==> config.mk <==
export PLATFORM = sky130hd
export DESIGN_NAME = seq_div_32
export DESIGN_NICKNAME = d
export VERILOG_FILES = /design/src/rtl/seq_div_32.sv
export SDC_FILE = /design/constraint.sdc
export NUM_CORES = 1
export LEC_CHECK = 0
export ABC_CLOCK_PERIOD_IN_PS = 13500
export CORE_AREA = 2 2 167 201
export DETAILED_ROUTE_END_ITERATION = 10
export DIE_AREA = 0 0 169 203
export GPL_TIMING_DRIVEN = 0
export PLACE_DENSITY = 0.65
export REMOVE_ABC_BUFFERS = 1
export SETUP_SLACK_MARGIN = 0.4
export SLEW_MARGIN = 20
export SYNTH_ARGS = -nofsm -noshare
export SYNTH_HDL_FRONTEND = slang
export SYNTH_SLANG_ARGS = --single-unit
==> constraint.sdc <==
create_clock -name CLK -period 13.5 [get_ports CLK]
set_input_delay 2.7 -clock CLK [delete_from_list [all_inputs] [get_ports CLK]]
set_output_delay 2.7 -clock CLK [all_outputs]
set_load 0.01 [all_outputs]
==> src/rtl/seq_div_32.sv <==
// Restoring 32-bit divider: quotient and remainder in a fixed 34-cycle latency.
// The trial subtraction for every iteration shares one ripple-carry adder/subtractor.
//
// state | meaning
// IDLE  | waiting for START, last result held on Q/R/DBZ
// PREP  | operands reduced to magnitudes, iteration registers cleared
// ITER  | one quotient bit per cycle, 32 cycles
// FIX   | signs restored or divide-by-zero result loaded, DONE raised
module seq_div_32 #(
  parameter int WIDTH = 32,
  parameter int CNT_W = 6
) (
  input  logic             CLK,
  input  logic             RST,
  input  logic             START,
  input  logic             SIGNED,
  input  logic [WIDTH-1:0] DVD,
  input  logic [WIDTH-1:0] DVS,
  output logic [WIDTH-1:0] Q,
  output logic [WIDTH-1:0] R,
  output logic             BUSY,
  output logic             DONE,
  output logic             DBZ
);

  typedef enum logic [1:0] {IDLE, PREP, ITER, FIX} stateE;

  stateE state, stateNext;

  logic [WIDTH-1:0] dvdLat, dvsLat, dMag;
  logic [WIDTH-1:0] pRem, aQuo;
  logic [CNT_W-1:0] cnt;
  logic             signLat, sq, sr;

  logic [WIDTH-1:0] pShift, diff, absDvd, absDvs;
  logic             co, qBit;

  // Two's-complement negate as invert-plus-one on a carry chain of its own.
  function automatic logic [WIDTH-1:0] negate(input logic [WIDTH-1:0] x);
    logic [WIDTH-1:0] res;
    logic             c;
    res = '0;
    c   = 1'b1;
    for (int i = 0; i < WIDTH; i++) begin
      res[i] = ~x[i] ^ c;
      c      = ~x[i] & c;
    end
    return res;
  endfunction

  assign absDvd = (signLat && dvdLat[WIDTH-1]) ? negate(dvdLat) : dvdLat;
  assign absDvs = (signLat && dvsLat[WIDTH-1]) ? negate(dvsLat) : dvsLat;

  assign pShift = {pRem[WIDTH-2:0], aQuo[WIDTH-1]};

  RC_ADD_SUB_32 uAddSub (
    .A   (pShift),
    .B   (dMag),
    .SnA (1'b1),
    .S   (diff),
    .CO  (co)
  );

  // The bit shifted out of P is an implicit 33rd bit, so the trial always fits then.
  assign qBit = pRem[WIDTH-1] | co;

  always_ff @(posedge CLK or negedge RST) begin
    if (!RST) state <= IDLE;
    else      state <= stateNext;
  end

  always_comb begin
    stateNext = state;
    case (state)
      IDLE: if (START) stateNext = PREP;
      PREP: stateNext = ITER;
      ITER: if (cnt == CNT_W'(WIDTH - 1)) stateNext = FIX;
      FIX:  stateNext = IDLE;
      default: stateNext = IDLE;
    endcase
  end

  always_ff @(posedge CLK or negedge RST) begin
    if (!RST) begin
      dvdLat  <= '0;
      dvsLat  <= '0;
      dMag    <= '0;
      pRem    <= '0;
      aQuo    <= '0;
      cnt     <= '0;
      signLat <= 1'b0;
      sq      <= 1'b0;
      sr      <= 1'b0;
      Q       <= '0;
      R       <= '0;
      BUSY    <= 1'b0;
      DONE    <= 1'b0;
      DBZ     <= 1'b0;
    end else begin
      DONE <= 1'b0;
      case (state)
        IDLE: begin
          if (START) begin
            dvdLat  <= DVD;
            dvsLat  <= DVS;
            signLat <= SIGNED;
            sq      <= SIGNED & (DVD[WIDTH-1] ^ DVS[WIDTH-1]);
            sr      <= SIGNED & DVD[WIDTH-1];
            BUSY    <= 1'b1;
          end
        end
        PREP: begin
          pRem <= '0;
          aQuo <= absDvd;
          dMag <= absDvs;
          cnt  <= '0;
        end
        ITER: begin
          pRem <= qBit ? diff : pShift;
          aQuo <= {aQuo[WIDTH-2:0], qBit};
          cnt  <= cnt + CNT_W'(1);
        end
        FIX: begin
          if (dvsLat == '0) begin
            Q   <= '1;
            R   <= dvdLat;
            DBZ <= 1'b1;
          end else begin
            Q   <= sq ? negate(aQuo) : aQuo;
            R   <= sr ? negate(pRem) : pRem;
            DBZ <= 1'b0;
          end
          DONE <= 1'b1;
          BUSY <= 1'b0;
        end
        default: ;
      endcase
    end
  end

endmodule

// 32-bit ripple-carry adder/subtractor; SnA=1 computes A-B with CO=1 meaning no borrow.
module RC_ADD_SUB_32 (
  input  logic [31:0] A,
  input  logic [31:0] B,
  input  logic        SnA,
  output logic [31:0] S,
  output logic        CO
);

  always_comb begin : rippleChain
    logic c;
    logic bi;
    S  = '0;
    c  = SnA;
    bi = 1'b0;
    for (int i = 0; i < 32; i++) begin
      bi   = B[i] ^ SnA;
      S[i] = A[i] ^ bi ^ c;
      c    = (A[i] & bi) | (c & (A[i] ^ bi));
    end
    CO = c;
  end

endmodule

# == After elaboration in Yosys (flattened, before gate mapping) ==
# Index checks and enable logic that the tools add are counted.
# word_totals
register_bits,238
input_bits,68
output_inout_bits,67
word_cells,615
# op_classes
n_addsub,1
n_eq_ne,6
n_mux,17
bitwise,567
reduce_logical,9
# ops
cell,count
$mux 32,7
$xor 1x1->1,188
$and 1x1->1,185
$not 1->1,161
$pmux 32 s2,2
$or 1x1->1,33
$logic_not 32->1,1
$pmux 6 s2,1
$pmux 2 s4,1
$add 6x1->6 const B,1
$eq 6x5->1 const B,1
$reduce_and 2->1,3
$eq 2x2->1 const B,2
$mux 2,2
$ne 2x2->1 const B,2
$reduce_bool 2->1,2
$mux 1,3
$eq 2x1->1 const B,1
$logic_and 1x1->1,2
$logic_not 2->1,1
$pmux 1 s2,1

# == Logic depth before layout (Yosys ltp) ==
# Gate-level depths: netlist of run 1.
# depth
word_depth,68
mapped_depth,39
mapped_depth_nobuf,38

# == Hierarchy ==
# A second synthesis of run 1 with hierarchy kept.
# hier_totals
cells_unflattened,1370
hier_area_um2,14417.6
# by_module_without_submodules
module,n_inst,cells_each,area_per_inst_um2,seq_area_each_um2
seq_div_32,1,1242,13218.9,5955.7
RC_ADD_SUB_32,1,128,1198.6,0.0

# == Worst setup path after synthesis of run 1 ==
# No wires, ideal clock.
# synth_path
path_kind,register -> register
from,register aQuo[31]
to,register pRem[11]
setup_ns,0.141
t_arrival_ns,12.894
required_time_ns,13.359
path_slack_ns,0.465
stages_incl_launch_ff,39
path_buffers,1
synth_period_minus_slack_ns,13.035
path_cell_list,dfrtp_1 -> inv_1 -> ha_1 -> fa_1 -> fa_1 -> inv_1 -> fa_1 -> fa_1 -> fa_1 -> fa_1 -> fa_1 -> fa_1 -> fa_1 -> fa_1 -> fa_1 -> fa_1 -> fa_1 -> fa_1 -> [... 3 more ...] -> fa_1 -> fa_1 -> fa_1 -> fa_1 -> fa_1 -> fa_1 -> fa_1 -> fa_1 -> fa_1 -> fa_1 -> fa_1 -> fa_1 -> fa_1 -> fa_1 -> nor2_2 -> buf_2 -> mux2i_1 -> o22ai_1
# synth_via
elab_chain_len,67
elab_cells_between_ends,69
cone_classes,2 x mux; 67 x bitwise
# synth_lines
item,line,source
start: declaration,31,"logic [WIDTH-1:0] pRem, aQuo;"
start signal: assignment,114,aQuo <= absDvd;
start signal: assignment,120,"aQuo <= {aQuo[WIDTH-2:0], qBit};"
$and 1x1->1 / $xor 1x1->1 (equally long branches),161,c = (A[i] & bi) | (c & (A[i] ^ bi));
$or 1x1->1 (*),161,
$and 1x1->1 (*),161,
$or 1x1->1 (*),161,
$and 1x1->1 (*),161,
$or 1x1->1 (*),161,
$and 1x1->1 (*),161,
$or 1x1->1 (*),161,
[... 51 more ...],--,
$or 1x1->1,161,
$and 1x1->1,161,
$or 1x1->1,161,
$and 1x1->1,161,
$or 1x1->1,161,
$or 1x1->1,65,assign qBit = pRem[WIDTH-1] | co;
$mux 32 (*),119,pRem <= qBit ? diff : pShift;
$pmux 32 s2 (*),101,case (state)
end signal: assignment,119,
end: declaration,31,
# Every way passes the cells marked *; elsewhere a longest branch is shown, timed or not.
# A chain may end at the register's enable or synchronous reset.

# == Final worst setup path of run 1 ==
# layout_path
from,register aQuo[31]
to,register pRem[5]
# layout_via
elab_chain_len,67
elab_cells_between_ends,69
cone_classes,2 x mux; 67 x bitwise
# layout_lines
item,line
$and 1x1->1 / $xor 1x1->1 (equally long branches),161
$or 1x1->1 (*),161
$and 1x1->1 (*),161
$or 1x1->1 (*),161
$and 1x1->1 (*),161
$or 1x1->1 (*),161
$and 1x1->1 (*),161
$or 1x1->1 (*),161
[... 51 more ...],--
$or 1x1->1,161
$and 1x1->1,161
$or 1x1->1,161
$and 1x1->1,161
$or 1x1->1,161
$or 1x1->1,65
$mux 32 (*),119
$pmux 32 s2 (*),101
# Marks and branches as above.

==> reports/results.txt, run 1 <==
Setup repair after global routing missed its margin: false
Detail-routed net length per standard cell: 16.4 µm
Overall via count from detail_route: 9,744
Standby leakage power: 8.15 nW
Die span in y: 203 µm
Final estimated routing congestion in global placement: 0.779
Total wire length: 30,600 µm
CP dominant cell by count: sky130_fd_sc_hd__fa_2
Clock Sink Count: 238
Proportion of netlist area held by the largest area contributor: 0.414
Synthesized area: 14,400 µm²
Final Critical Period: 12.70 ns
Delay of the slowest critical-path stage: 0.46 ns
Ys flop type: sky130_fd_sc_hd__dfrtp_1
Number of max-slew violations in the final report: 0
Starting DRT DRC Count: 510
Std cell rows: 72
Final setup violation count: 0
Sum of negative setup slack: 0 ns
Kind of path behind the tightest hold check: flop to flop
Outcome: complete, no violations
Signed area change from the synthesized netlist to the final layout: 20.7%
Crit share post-route: 0.941
Startpoint of the most critical register-to-register path: aQuo[31]
Count of antenna-violating nets left after detailed routing: 0
EDFF count, synth: 0
Worst R2R End: pRem[5]
CP startpoint kind: flop
Instance count along the most critical hold path: 2
Leading area contributor after synthesis: sky130_fd_sc_hd__dfrtp_1
Per-instance average area after synthesis: 10.7 µm²
Pwr/cell area: 219 nW/µm²
Max stage delay cell, worst path: sky130_fd_sc_hd__dfrtp_2
Fraction of the yosys area taken by sequential cells: 0.414
Critical Setup Path Class: flop to flop
Number of antenna violations at the first check in global routing: 1
Maximum number of pins on one net before global-route repair: 89
Clock Tree Buf Depth: 3
FF-to-FF path depth: 39
Async SR Flop Fraction: 1.00
Number of storage elements in the synthesis netlist: 238
Port Buf Inserts: 134
Slew HR: 0.264
Share of post-route cells with drive strength above 1: 0.163
Initial Util: 0.446
Number of hold buffers added after cts: 0
Die Area: 34,300 µm²
DRC violation count after routing: 0
Data required time at the worst endpoint: 13.85 ns
Wire length of the first global-routing pass: 50,900 µm
Upper clock frequency limit: 0.0787 GHz
Post-placement cell count: 1,811
Net count reported at finish: 1,667
Skew-Pair Late Insertion Delay: 0.53 ns
Post-layout utilization of the core: 0.539
Post-Route Skew: 0.00675 ns
Arrival @ worst endpoint: 13.05 ns
Syn Inst Count: 1,343
Std-Cell Core Area: 32,300 µm²
Detailed Routing Iterations Pass 1: 5
Minimum setup slack among reg-to-reg paths: 0.80 ns
CTS tree: yes
Placement-stage cell area: 16,300 µm²
# IOs: 135
Number of warnings printed during yosys synthesis: 0
Maximum vdd drop: 0.160 mV
Slew at the pin with the worst max-slew slack: 1.10 ns
Yosys cell types: 38
Final cell area excluding filler cells: 17,400 µm²
Biggest area contributors in the synthesized netlist: sky130_fd_sc_hd__dfrtp_1, sky130_fd_sc_hd__ha_1, sky130_fd_sc_hd__mux2i_1
Vias per cell: 5.21
Global route total overflow: 0
Overall power of the completed layout: 0.00382 W
Buffer cell driving the clock tree root: sky130_fd_sc_hd__clkbuf_16
CTS clk-pin slew, worst paths: 0.06 ns
Terminating pin of the worst hold path: dMag[17]
# Max-Cap Violations: 0
Clock H-tree levels: 1
GRT Util Overall: 0.181
DP HPWL: 21,400 µm
Horizontal die dimension: 169 µm
Number of global-route vias before repair: 9,720
Critical Path Fanout Max: 12
Total clock buffers created by CTS: 26
Hold path start: dMag[17]
Worst Setup End Kind: flop
Non-Filler Instances: 1,869
Hold violation total from the final report: 0
per-stage QoR:
stage	hold WS, ns	setup slack [ns]
floorplan	0.488	-0.262
global placement	0.510	-1.33
detailed placement	0.514	-0.361
CTS	0.530	0.435
global route	0.548	0.446
finish	0.521	0.800
worst max-delay path by stage:
stage	to	cells after the start	startpoint	slack, ns
floorplan	pRem[31]	38	aQuo[31]	-0.26
global placement	aQuo[0]	38	aQuo[31]	-1.33
detailed placement	pRem[3]	38	aQuo[31]	-0.36
CTS	pRem[7]	39	aQuo[31]	0.43
global route	pRem[11]	39	aQuo[31]	0.45
finish	pRem[5]	39	aQuo[31]	0.80
flip-flops by register name (all words and copies together) (netlist names), 2 cells and up:
signal and flops:
dvdLat 32, pRem 32, aQuo 32, state 2
cnt 6, dMag 32, R 32, Q 32
dvsLat 32
cell families after synthesis:
| logic type | after synthesis | synth area share |
|---|---|---|
| mux | 215 | 0.158 |
| buf+inv | 281 | 0.0779 |
| flops | 238 | 0.414 |
| xor+xnor | 4 | 0.00243 |
| fa+ha+maj | 157 | 0.153 |
| simple gates | 234 | 0.0751 |
| compound gates | 214 | 0.121 |
power by group:
part	internal, W	switching (W)
Sequential	0.00101	0.000278
Combinational	0.000873	0.000879
Clock	0.000488	0.000285
worst max-delay path, delay by kind of cell, from the launching register on:
kind	cells	cell delay, ns
fa+ha+maj	32	11.08
flops	1	0.46
buf+inv	4	0.43
simple gates	1	0.23
mux	1	0.20
compound gates	1	0.09
area by class of cell:
cell class                 instances  area (µm²)
inverter                         195         732
clock inverter                     8         140
antenna                            1        2.50
fill                            2810       14900
tap                              407         509
clock buffer                      39         811
sequential                       238        5960
multi-input combinational        824        7440
timing repair buffer             157        1790
cell usage in the layout, fill, tap and decap left out, types with 10 or more instances in the layout:
| master | count |
|---|---|
| sky130_fd_sc_hd__a21oi_1 | 36 |
| sky130_fd_sc_hd__a31oi_4 | 30 |
| sky130_fd_sc_hd__nand2_1 | 102 |
| sky130_fd_sc_hd__inv_1 | 195 |
| sky130_fd_sc_hd__fa_1 | 10 |
| sky130_fd_sc_hd__o21ai_0 | 77 |
| sky130_fd_sc_hd__dfrtp_1 | 235 |
| sky130_fd_sc_hd__nand4_1 | 35 |
| sky130_fd_sc_hd__o22ai_1 | 31 |
| sky130_fd_sc_hd__clkdlybuf4s50_1 | 133 |
| sky130_fd_sc_hd__mux2_2 | 97 |
| sky130_fd_sc_hd__o221ai_1 | 31 |
| sky130_fd_sc_hd__fa_2 | 21 |
| sky130_fd_sc_hd__nor2_1 | 68 |
| sky130_fd_sc_hd__ha_1 | 122 |
| sky130_fd_sc_hd__clkbuf_16 | 27 |
| sky130_fd_sc_hd__mux2i_1 | 118 |
synthesized netlist by cell type (all sizes together) (2+ instances only):
master  count
ha        126
clkbuf     43
nor4        6
mux2i     118
nand4      35
nand2     106
inv       195
nor2       70
o21ai      77
a21oi      36
dfrtp     238
nor2b       3
xnor2       3
buf        43
o211ai      3
o22ai      31
a31oi      33
nand3       5
mux2       97
o221ai     31
and4        2
nand3b      2
fa         31
layer usage:
layer  vias up  global-route usage  share of wire
met2       180               0.315           0.50
met1      4726               0.238           0.45
met3        31              0.0267          0.039
met5         -                   0              0
li1       4807                   -              -
met4         0              0.0433          0.017
what timing repair did:
item / CTS / global route
setup buffers: 8 / 1
resized for setup: 15 / 8
endpoints found under the setup margin: 33 / 33
gates cloned: 1 / 0
pin swaps: 2 / 2
Power figures use the tool's default switching activity.
==> run 2: changes to the inputs <==
--- a/config.mk
+++ b/config.mk
@@ -6,11 +6,12 @@
 export NUM_CORES = 1
 export LEC_CHECK = 0
 export ABC_CLOCK_PERIOD_IN_PS = 13500
-export CORE_AREA = 2 2 167 201
+export CORE_AREA = 2 2 154 186
 export DETAILED_ROUTE_END_ITERATION = 10
-export DIE_AREA = 0 0 169 203
+export DIE_AREA = 0 0 156 188
 export GPL_TIMING_DRIVEN = 0
-export PLACE_DENSITY = 0.65
+export HOLD_SLACK_MARGIN = 0.06
+export PLACE_DENSITY = 0.75
 export REMOVE_ABC_BUFFERS = 1
 export SETUP_SLACK_MARGIN = 0.4
 export SLEW_MARGIN = 20
==> reports/results.txt, run 2 (same netlist as run 1, synthesis figures left out) <==
Maximum vdd drop: 0.143 mV (-11%)
Worst Setup End Kind: flop
Max stage delay cell, worst path: sky130_fd_sc_hd__dfrtp_2
Overall power of the completed layout: 0.00376 W (-1.5%)
Setup repair after global routing missed its margin: false
Final estimated routing congestion in global placement: 0.783 (+0.53%)
Buffer cell driving the clock tree root: sky130_fd_sc_hd__clkbuf_16
Signed area change from the synthesized netlist to the final layout: 18.9%
Number of antenna violations at the first check in global routing: 1 (unchanged)
Critical Path Fanout Max: 12 (unchanged)
Worst R2R End: pRem[4]
Global route total overflow: 0 (unchanged)
Overall via count from detail_route: 9,812 (+0.70%)
CP startpoint kind: flop
Count of antenna-violating nets left after detailed routing: 0 (unchanged)
FF-to-FF path depth: 39 (unchanged)
# Max-Cap Violations: 0 (unchanged)
Port Buf Inserts: 134 (unchanged)
Startpoint of the most critical register-to-register path: aQuo[31]
Hold path start: dMag[15]
Initial Util: 0.522 (+0.0756)
Filler cell count in the final layout: 2,160 (-23%)
Minimum setup slack among reg-to-reg paths: 0.77 ns (-0.03 ns)
Hold violation total from the final report: 0 (unchanged)
Net count reported at finish: 1,661 (-0.36%)
Critical Setup Path Class: flop to flop
GRT Util Overall: 0.213 (+0.0316)
# IOs: 135 (unchanged)
Final cell area excluding filler cells: 17,100 µm² (-1.5%)
Post-Route Skew: 0.0197 ns (+0.0129 ns)
Slew at the pin with the worst max-slew slack: 0.883 ns (-0.219 ns)
Place WS: -0.500 ns (-0.140 ns)
Std cell rows: 67 (-6.9%)
Die Area: 29,300 µm² (-15%)
Outcome: complete, no violations
Wire length of the first global-routing pass: 51,300 µm (+0.92%)
Crit share post-route: 0.943 (+0.00205)
Instance count along the most critical hold path: 2 (unchanged)
Standby leakage power: 8.05 nW (-1.1%)
Number of max-slew violations in the final report: 0 (unchanged)
Sum of negative setup slack: 0 ns (unchanged)
Detail-routed net length per standard cell: 16.8 µm (+2.9%)
Terminating pin of the worst hold path: dMag[15]
Slew HR: 0.411 (+0.148)
Vias per cell: 5.46 (+4.7%)
Number of global-route vias before repair: 10,201 (+4.9%)
Commonest non-fill, non-tap cells in the layout: sky130_fd_sc_hd__dfrtp_1, sky130_fd_sc_hd__inv_1, sky130_fd_sc_hd__clkdlybuf4s50_1, sky130_fd_sc_hd__ha_1, sky130_fd_sc_hd__mux2i_1
Pwr/cell area: 219 nW/µm² (about the same)
Final Critical Period: 12.73 ns (+0.0277 ns)
Most common cell after layout, fill and taps aside: sky130_fd_sc_hd__dfrtp_1
Clock Sink Count: 238 (unchanged)
Std-Cell Core Area: 27,600 µm² (-14%)
Maximum number of pins on one net before global-route repair: 93 (+4.5%)
Kind of path behind the tightest hold check: flop to flop
CP dominant cell by count: sky130_fd_sc_hd__fa_2
Total wire length: 30,300 µm (-1.0%)
Horizontal die dimension: 156 µm (-7.7%)
Final setup violation count: 0 (unchanged)
Placement-stage cell area: 16,200 µm² (-0.52%)
Post-placement cell count: 1,749 (-3.4%)
Upper clock frequency limit: 0.0786 GHz (-0.22%)
Clock H-tree levels: 1 (unchanged)
Delay of the slowest critical-path stage: 0.46 ns (about the same)
Setup WS post-layout: 0.773 ns (-0.0277 ns)
Total clock buffers created by CTS: 25 (-3.8%)
Starting DRT DRC Count: 470 (-7.8%)
Number of hold buffers added after cts: 0 (unchanged)
Arrival @ worst endpoint: 13.10 ns (+0.05 ns)
Clock Tree Buf Depth: 3 (unchanged)
Number of diodes: 0 (-1)
DRC violation count after routing: 0 (unchanged)
DP HPWL: 21,500 µm (about the same)
Data required time at the worst endpoint: 13.87 ns (+0.02 ns)
Skew-Pair Late Insertion Delay: 0.52 ns (about the same)
CTS tree: yes
CTS clk-pin slew, worst paths: 0.06 ns (about the same)
Die span in y: 188 µm (-7.4%)
Non-Filler Instances: 1,797 (-3.9%)
Detailed Routing Iterations Pass 1: 5 (unchanged)
Share of post-route cells with drive strength above 1: 0.156 (-0.00657)
run 2: worst max-delay path by stage:
stage	endpoint	depth (start not counted)	from	slack, ns
global route	pRem[4]	39	aQuo[31]	0.46
floorplan	pRem[31]	38	aQuo[31]	-0.26
finish	pRem[4]	39	aQuo[31]	0.77
global placement	aQuo[0]	38	aQuo[31]	-1.35
CTS	pRem[16]	39	aQuo[31]	0.44
detailed placement	pRem[6]	38	aQuo[31]	-0.50
run 2: layer usage:
| layer | vias up | global-route usage | part of all wire |
|---|---|---|---|
| li1 | 4798 | - | - |
| met1 | 4777 | 0.275 | 0.43 |
| met2 | 186 | 0.372 | 0.50 |
| met3 | 49 | 0.0289 | 0.038 |
| met4 | 2 | 0.0607 | 0.026 |
| met5 | - | 0 | 0.00043 |
run 2: layout make-up:
cell class | count | area (µm²) | share of cell area
multi-input combinational | 824 | 7450 | 0.435
sequential | 238 | 5960 | 0.348
timing repair buffer | 152 | 1740 | 0.101
clock buffer | 38 | 744 | 0.0435
inverter | 195 | 732 | 0.0427
tap | 345 | 432 | 0.0252
clock inverter | 5 | 75.1 | 0.00438
run 2: what timing repair did:
| item | CTS | global route |
|---|---|---|
| hold endpoints to repair | 0 | 0 |
| resized for setup | 16 | 9 |
| setup buffers | 4 | 0 |
| pin swaps | 2 | 2 |
| cloned | 1 | 0 |
| setup endpoints to repair | 33 | 33 |
run 2: stage by stage:
stage          hold slack (ns)   util
4_1_cts                  0.529  0.620
6_report                 0.522  0.621
3_5_place_dp             0.516  0.586
3_3_place_gp             0.492  0.572
2_1_floorplan            0.488      -
5_1_grt                  0.551  0.621
run 2: worst max-delay path, delay by kind of cell (launching register included):
family          cells  cell delay [ns]
compound gates      1             0.09
fa+ha+maj          32            11.16
buf+inv             4             0.42
flops               1             0.46
mux                 1             0.21
simple gates        1             0.25
run 2: power by group:
part | internal [W] | switching, W
registers | 0.00101 | 0.000279
logic | 0.000881 | 0.000894
clock network | 0.000415 | 0.000277
